## config.mk

```make
export PLATFORM = sky130hd
export DESIGN_NAME = key_entry_display
export DESIGN_NICKNAME = d
export VERILOG_FILES = /design/src/rtl/key_entry_display.sv
export SDC_FILE = /design/constraint.sdc
export NUM_CORES = 1
export LEC_CHECK = 0
export ABC_AREA = 0
export CAP_MARGIN = 5
export CELL_PAD_IN_SITES_DETAIL_PLACEMENT = 1
export CELL_PAD_IN_SITES_GLOBAL_PLACEMENT = 2
export CORE_ASPECT_RATIO = 1.1
export CORE_MARGIN = 2
export CORE_UTILIZATION = 30
export DETAILED_ROUTE_END_ITERATION = 7
export GPL_TIMING_DRIVEN = 0
export PLACE_DENSITY = 0.85
export REMOVE_ABC_BUFFERS = 1
export SKIP_LAST_GASP = 1
export SYNTH_ARGS = -nofsm -noshare
export SYNTH_HDL_FRONTEND = slang
export SYNTH_SLANG_ARGS = --single-unit
export TNS_END_PERCENT = 20
```

## constraint.sdc

```tcl
create_clock -name clk -period 2.6 [get_ports clk]
set_input_delay 0.78 -clock clk [delete_from_list [all_inputs] [get_ports clk]]
set_output_delay 0.78 -clock clk [all_outputs]
set_load 0.05 [all_outputs]
```

## src/rtl/key_entry_display.sv

```systemverilog
// -----------------------------------------------------------------------------
// key_entry_display
//
// Purpose:
//   Builds a six-digit decimal entry buffer from debounced keypad presses and
//   drives a multiplexed seven-segment display from an external scan index.
//   Keys 0-9 shift a digit in at the right, 0xA clears the buffer, 0xB is
//   backspace and 0xC is enter. Enter locks the buffer until the next clear.
//
// Ports:
//   clk         in   system clock
//   reset       in   asynchronous, active-high reset
//   press_valid in   debounced key-held level
//   key_code    in   key code, stable while press_valid is high
//   sel         in   scan index 0..5 (6 and 7 select no digit)
//   seg         out  segments {dp,g,f,e,d,c,b,a}, active-low, registered
//   dig_en      out  digit enables, one-hot active-low, registered
//   digits      out  entry buffer, digit k at [4k+3:4k], digit 0 is newest
//   count       out  number of valid digits, 0..6
//   locked      out  high once enter has been accepted
//   entry_done  out  one-cycle pulse when enter is accepted
//   overflow    out  sticky flag: digit key pressed with a full buffer
//
// Configuration:
//   LEADING_ZERO_EN  when defined, unused positions show '0' instead of blank.
// -----------------------------------------------------------------------------
module key_entry_display #(
    parameter int NDIG  = 6,
    parameter int KEY_W = 4
) (
    input  logic                  clk,
    input  logic                  reset,
    input  logic                  press_valid,
    input  logic [KEY_W-1:0]      key_code,
    input  logic [2:0]            sel,
    output logic [7:0]            seg,
    output logic [NDIG-1:0]       dig_en,
    output logic [4*NDIG-1:0]     digits,
    output logic [2:0]            count,
    output logic                  locked,
    output logic                  entry_done,
    output logic                  overflow
);

    typedef enum logic {
        ST_ENTRY,
        ST_LOCKED
    } state_t;

    localparam logic [KEY_W-1:0] KEY_NINE  = KEY_W'(9);
    localparam logic [KEY_W-1:0] KEY_CLEAR = KEY_W'(10);
    localparam logic [KEY_W-1:0] KEY_BACK  = KEY_W'(11);
    localparam logic [KEY_W-1:0] KEY_ENTER = KEY_W'(12);
    localparam logic [2:0]       NDIG_SEL  = 3'(NDIG);

    state_t                state_q, state_d;
    logic                  pressValid_q;
    logic [4*NDIG-1:0]     digits_q, digits_d;
    logic [2:0]            count_q, count_d;
    logic                  overflow_q, overflow_d;
    logic                  entryDone_q, entryDone_d;
    logic [7:0]            seg_q, seg_d;
    logic [NDIG-1:0]       digEn_q, digEn_d;

    logic                  accept;
    logic [3:0]            selDigit;

    // Only the rising edge of the held level counts, so a held key acts once.
    assign accept = press_valid & ~pressValid_q;

    // Seven-segment decode, active-low {dp,g,f,e,d,c,b,a}.
    function automatic logic [7:0] decodeDigit(input logic [3:0] d);
        logic [7:0] s;
        case (d)
            4'd0:    s = 8'hC0;
            4'd1:    s = 8'hF9;
            4'd2:    s = 8'hA4;
            4'd3:    s = 8'hB0;
            4'd4:    s = 8'h99;
            4'd5:    s = 8'h92;
            4'd6:    s = 8'h82;
            4'd7:    s = 8'hF8;
            4'd8:    s = 8'h80;
            4'd9:    s = 8'h90;
            default: s = 8'hFF;
        endcase
        return s;
    endfunction

    // State and buffer registers; everything clears asynchronously on reset.
    always_ff @(posedge clk or posedge reset) begin
        if (reset) begin
            state_q      <= ST_ENTRY;
            pressValid_q <= 1'b0;
            digits_q     <= '0;
            count_q      <= '0;
            overflow_q   <= 1'b0;
            entryDone_q  <= 1'b0;
            seg_q        <= 8'hFF;
            digEn_q      <= '1;
        end else begin
            state_q      <= state_d;
            pressValid_q <= press_valid;
            digits_q     <= digits_d;
            count_q      <= count_d;
            overflow_q   <= overflow_d;
            entryDone_q  <= entryDone_d;
            seg_q        <= seg_d;
            digEn_q      <= digEn_d;
        end
    end

    // Key interpretation. While locked, only clear is honoured; clear always
    // returns to entry mode and also drops the sticky overflow flag.
    always_comb begin
        state_d     = state_q;
        digits_d    = digits_q;
        count_d     = count_q;
        overflow_d  = overflow_q;
        entryDone_d = 1'b0;
        if (accept) begin
            if (key_code == KEY_CLEAR) begin
                state_d    = ST_ENTRY;
                digits_d   = '0;
                count_d    = '0;
                overflow_d = 1'b0;
            end else if (state_q == ST_ENTRY) begin
                if (key_code <= KEY_NINE) begin
                    if (count_q < NDIG_SEL) begin
                        digits_d = {digits_q[4*NDIG-5:0], key_code[3:0]};
                        count_d  = count_q + 3'd1;
                    end else begin
                        overflow_d = 1'b1;
                    end
                end else if (key_code == KEY_BACK) begin
                    if (count_q != 3'd0) begin
                        digits_d = {4'h0, digits_q[4*NDIG-1:4]};
                        count_d  = count_q - 3'd1;
                    end
                end else if (key_code == KEY_ENTER) begin
                    if (count_q != 3'd0) begin
                        state_d     = ST_LOCKED;
                        entryDone_d = 1'b1;
                    end
                end
            end
        end
    end

    // Pick the buffer nibble addressed by the scan index (out-of-range -> 0).
    always_comb begin
        selDigit = 4'h0;
        for (int k = 0; k < NDIG; k++) begin
            if (sel == 3'(k)) begin
                selDigit = digits_q[4*k +: 4];
            end
        end
    end

    // Display path: the enable for the scanned position goes low even when it
    // is past the valid digits; the decimal point on digit 0 marks a locked entry.
    always_comb begin
        seg_d   = 8'hFF;
        digEn_d = '1;
        if (sel < NDIG_SEL) begin
            digEn_d = ~(NDIG'(1) << sel);
            if (sel < count_q) begin
                seg_d = decodeDigit(selDigit);
            end else begin
`ifdef LEADING_ZERO_EN
                seg_d = 8'hC0;
`else
                seg_d = 8'hFF;
`endif
            end
            if ((sel == 3'd0) && (state_q == ST_LOCKED)) begin
                seg_d[7] = 1'b0;
            end
        end
    end

    assign seg        = seg_q;
    assign dig_en     = digEn_q;
    assign digits     = digits_q;
    assign count      = count_q;
    assign locked     = (state_q == ST_LOCKED);
    assign entry_done = entryDone_q;
    assign overflow   = overflow_q;

endmodule
```

==> impl_metrics.env <==
export IMPL_insertion_delay_ns=0.29
export IMPL_place_congestion=0.7208
export IMPL_design_area_sq_um=3278
export IMPL_dp_hpwl_mm=4.338
export IMPL_slew_headroom=0.4275
export IMPL_reg2reg_depth=5
export IMPL_leakage_nw=1.354
export IMPL_avgRoutedWirePerCell_microns=16.20
export IMPL_start_util=0.3105
export IMPL_first_pass_iters=4
export IMPL_hold_viol=0
export IMPL_cts_buffers=5
export IMPL_std_cell_rows=34
export IMPL_status="finished, violations left"
export IMPL_yosysUniqueCellTypes=46
export IMPL_clock_skew_ns=0.01045
export IMPL_setup_ws_ns=-0.06681
export IMPL_yosys_top_cells_area="dfrtp_1 (31%), dfstp_2 (15%), mux2i_1 (11%)"
export IMPL_path_clk_slew_ns=0.08
export IMPL_cts_tree="done"
export IMPL_pwr_density_cell_nw_per_um2=1088
export IMPL_place_area_sq_um=3126
export IMPL_yosysTopAreaCellShare=0.3141
export IMPL_syn_inst=235
export IMPL_power_w=0.003567
export IMPL_synth_edf_count=0
export IMPL_vias=1980
export IMPL_crit_arrival_ns=2.86
export IMPL_synth_commonest_cells="nand2_1 (44), dfrtp_1 (31), mux2i_1 (27)"
export IMPL_grt_pass1_wl_mm=10.74
export IMPL_syn_area_per_cell_sq_um=10.51
export IMPL_antenna_found_initial=0
export IMPL_period_share=1.026
export IMPL_criticalPathCategory="primary input to register"
export IMPL_antenna_cells=0
export IMPL_overflow=0
export IMPL_htreeDepth=2
export IMPL_synth_top_area_cell="dfrtp_1"
export IMPL_clockBufferDepth=2
export IMPL_grt_use_total=0.1483
export IMPL_critPathCaptureType="register"
export IMPL_yosys_warnings=0
export IMPL_drc_errors=0
export IMPL_area_growth_pct=32.73
export IMPL_root_buffer="clkbuf_8"
export IMPL_synth_top_flop_cell="dfrtp_1"
export IMPL_fin_crit_ns=2.667
export IMPL_cts_sinks=45
export IMPL_wl_mm=6.431
export IMPL_regToRegEndpoint="digits[22]"
export IMPL_critical_path_startpoint="key_code[2]"
export IMPL_die_h_microns=99.17
export IMPL_fin_nets=302
export IMPL_whs_ns=0.5567
export IMPL_max_freq_ghz=0.3750
export IMPL_holdBufCountCts=0
export IMPL_rsz0062_at_grt="yes"
export IMPL_postRouteAntennaNets=0
export IMPL_reg2reg_slack_ns=0.51
export IMPL_r2r_start="count[0]"
export IMPL_violations="setup timing"
export IMPL_endpoint="digits[14]"
export IMPL_drive_above_1_share=0.1903
export IMPL_port_buffers=53
export IMPL_synth_area_sq_um=2470
export IMPL_ys_ff_latch=45
export IMPL_yosysMostFrequentCell="nand2_1"
export IMPL_grt_max_degree=29
export IMPL_core_area_sq_um=7955
export IMPL_viasPerCell=4.987
export IMPL_drtIter0Drc=72
export IMPL_first_global_vias=1984
export IMPL_final_max_slew_violation_count=0
export IMPL_required_ns=2.80
export IMPL_startpoint_type="primary input"
export IMPL_ys_seq_area_frac=0.4630
export IMPL_path_max_fanout=13
export IMPL_setup_viol=11
export IMPL_die_w_microns=90.51
export IMPL_fp_dieArea_sq_um=8975
export IMPL_peakVddDrop_uv=477.2
export IMPL_hold_path_class="register to register"
export IMPL_io_pins=54
export IMPL_tightest_slew_ns=0.8587
export IMPL_async_flop_share=1.000
export IMPL_cap_violations=0
## kinds of logic (layout without fill, tap and decap cells)
logic type | after synthesis | after routing | synth area share
flip-flops | 45 | 45 | 0.4630
AO/OA/AOI/OAI | 61 | 62 | 0.2128
buffers and inverters | 25 | 78 | 0.05319
AND/OR/NAND/NOR | 71 | 71 | 0.1312
adder cells (fa/ha/maj) | 4 | 4 | 0.02330
XOR/XNOR | 2 | 2 | 0.007093
multiplexers | 27 | 27 | 0.1094
## cell usage in the layout (no fill, tap or decap), drive strengths merged, types with 2 or more instances in the layout
cell and n:
a21oi 6, a22oi 4, a2bb2oi 2, a31oi 2
and2 2, buf 7, clkbuf 8, clkdlybuf4s50 50
dfrtp 31, dfstp 14, ha 3, inv 10
mux2i 27, nand2 44, nand2b 3, nand3 2
nand3b 4, nor2 5, nor2b 3, nor3 4
o2111ai 2, o21ai 21, o31ai 18, or2 2
## metal layers
metal  up-vias  GRT usage  part of all wire  routed length (microns)
li1        942          -                 -                        -
met1       984     0.1990              0.47                     3040
met2        45     0.2520              0.48                     3107
met3         9    0.02273             0.031                      197
met4         0    0.03787             0.013                       85
met5         -          0                 0                        0
## final cells by class
cell class	instances	area (sq um)
fillers	892	4677
multi-input cells	166	1241
flip-flops and latches	45	1144
repair buffers	60	638.1
well taps	108	135.1
clock buffers	8	80.08
inverters	10	40.04
## sequential cells by signal, summed over array words and instances, names as in the netlist
register      cells
entry_done        1
count             3
overflow          1
seg               8
pressValid_q      1
digits           24
dig_en            6
locked            1
## worst max-delay path, stage by stage
cell	delay [ns]
clkdlybuf4s50_1	0.61
o21ai_4	0.28
inv_4	0.13
a21oi_4	0.20
o2111ai_2	0.49
o31ai_2	0.37
## power by group
part	internal, W	switching, W	leakage [nW]
registers	0.000944	0.000241	0.562
clock network	0.000191	0.000230	0.0395
logic	0.000686	0.00127	0.753
## worst min-delay path by stage
| stage | startpoint | endpoint | cells after the start |
|---|---|---|---|
| floorplan | pressValid_q | entry_done | 3 |
| global placement | overflow | overflow | 2 |
| detailed placement | overflow | overflow | 2 |
| CTS | overflow | overflow | 2 |
| global route | digits[20] | digits[20] | 2 |
| finish | digits[20] | digits[20] | 2 |
## what timing repair did
action,4_1_cts,5_1_grt
pin swaps,3,0
cloned,1,0
setup endpoints to repair,34,16
gates resized for setup,8,1
buffers inserted,4,0
## stage by stage
stage	setup TNS [ns]	utilization	worst slack [ns]	std cells
after CTS	-0.5394	0.4118	-0.05993	397
final	-0.5840	0.4121	-0.06681	397
after global routing	-1.458	0.4121	-0.1483	397
after global placement	-74.51	0.3827	-2.332	381
after floorplan	-16.39	-	-0.7340	220
after detailed placement	-30.55	0.3929	-1.012	384
No activity file was read; power rests on OpenSTA's default activity.
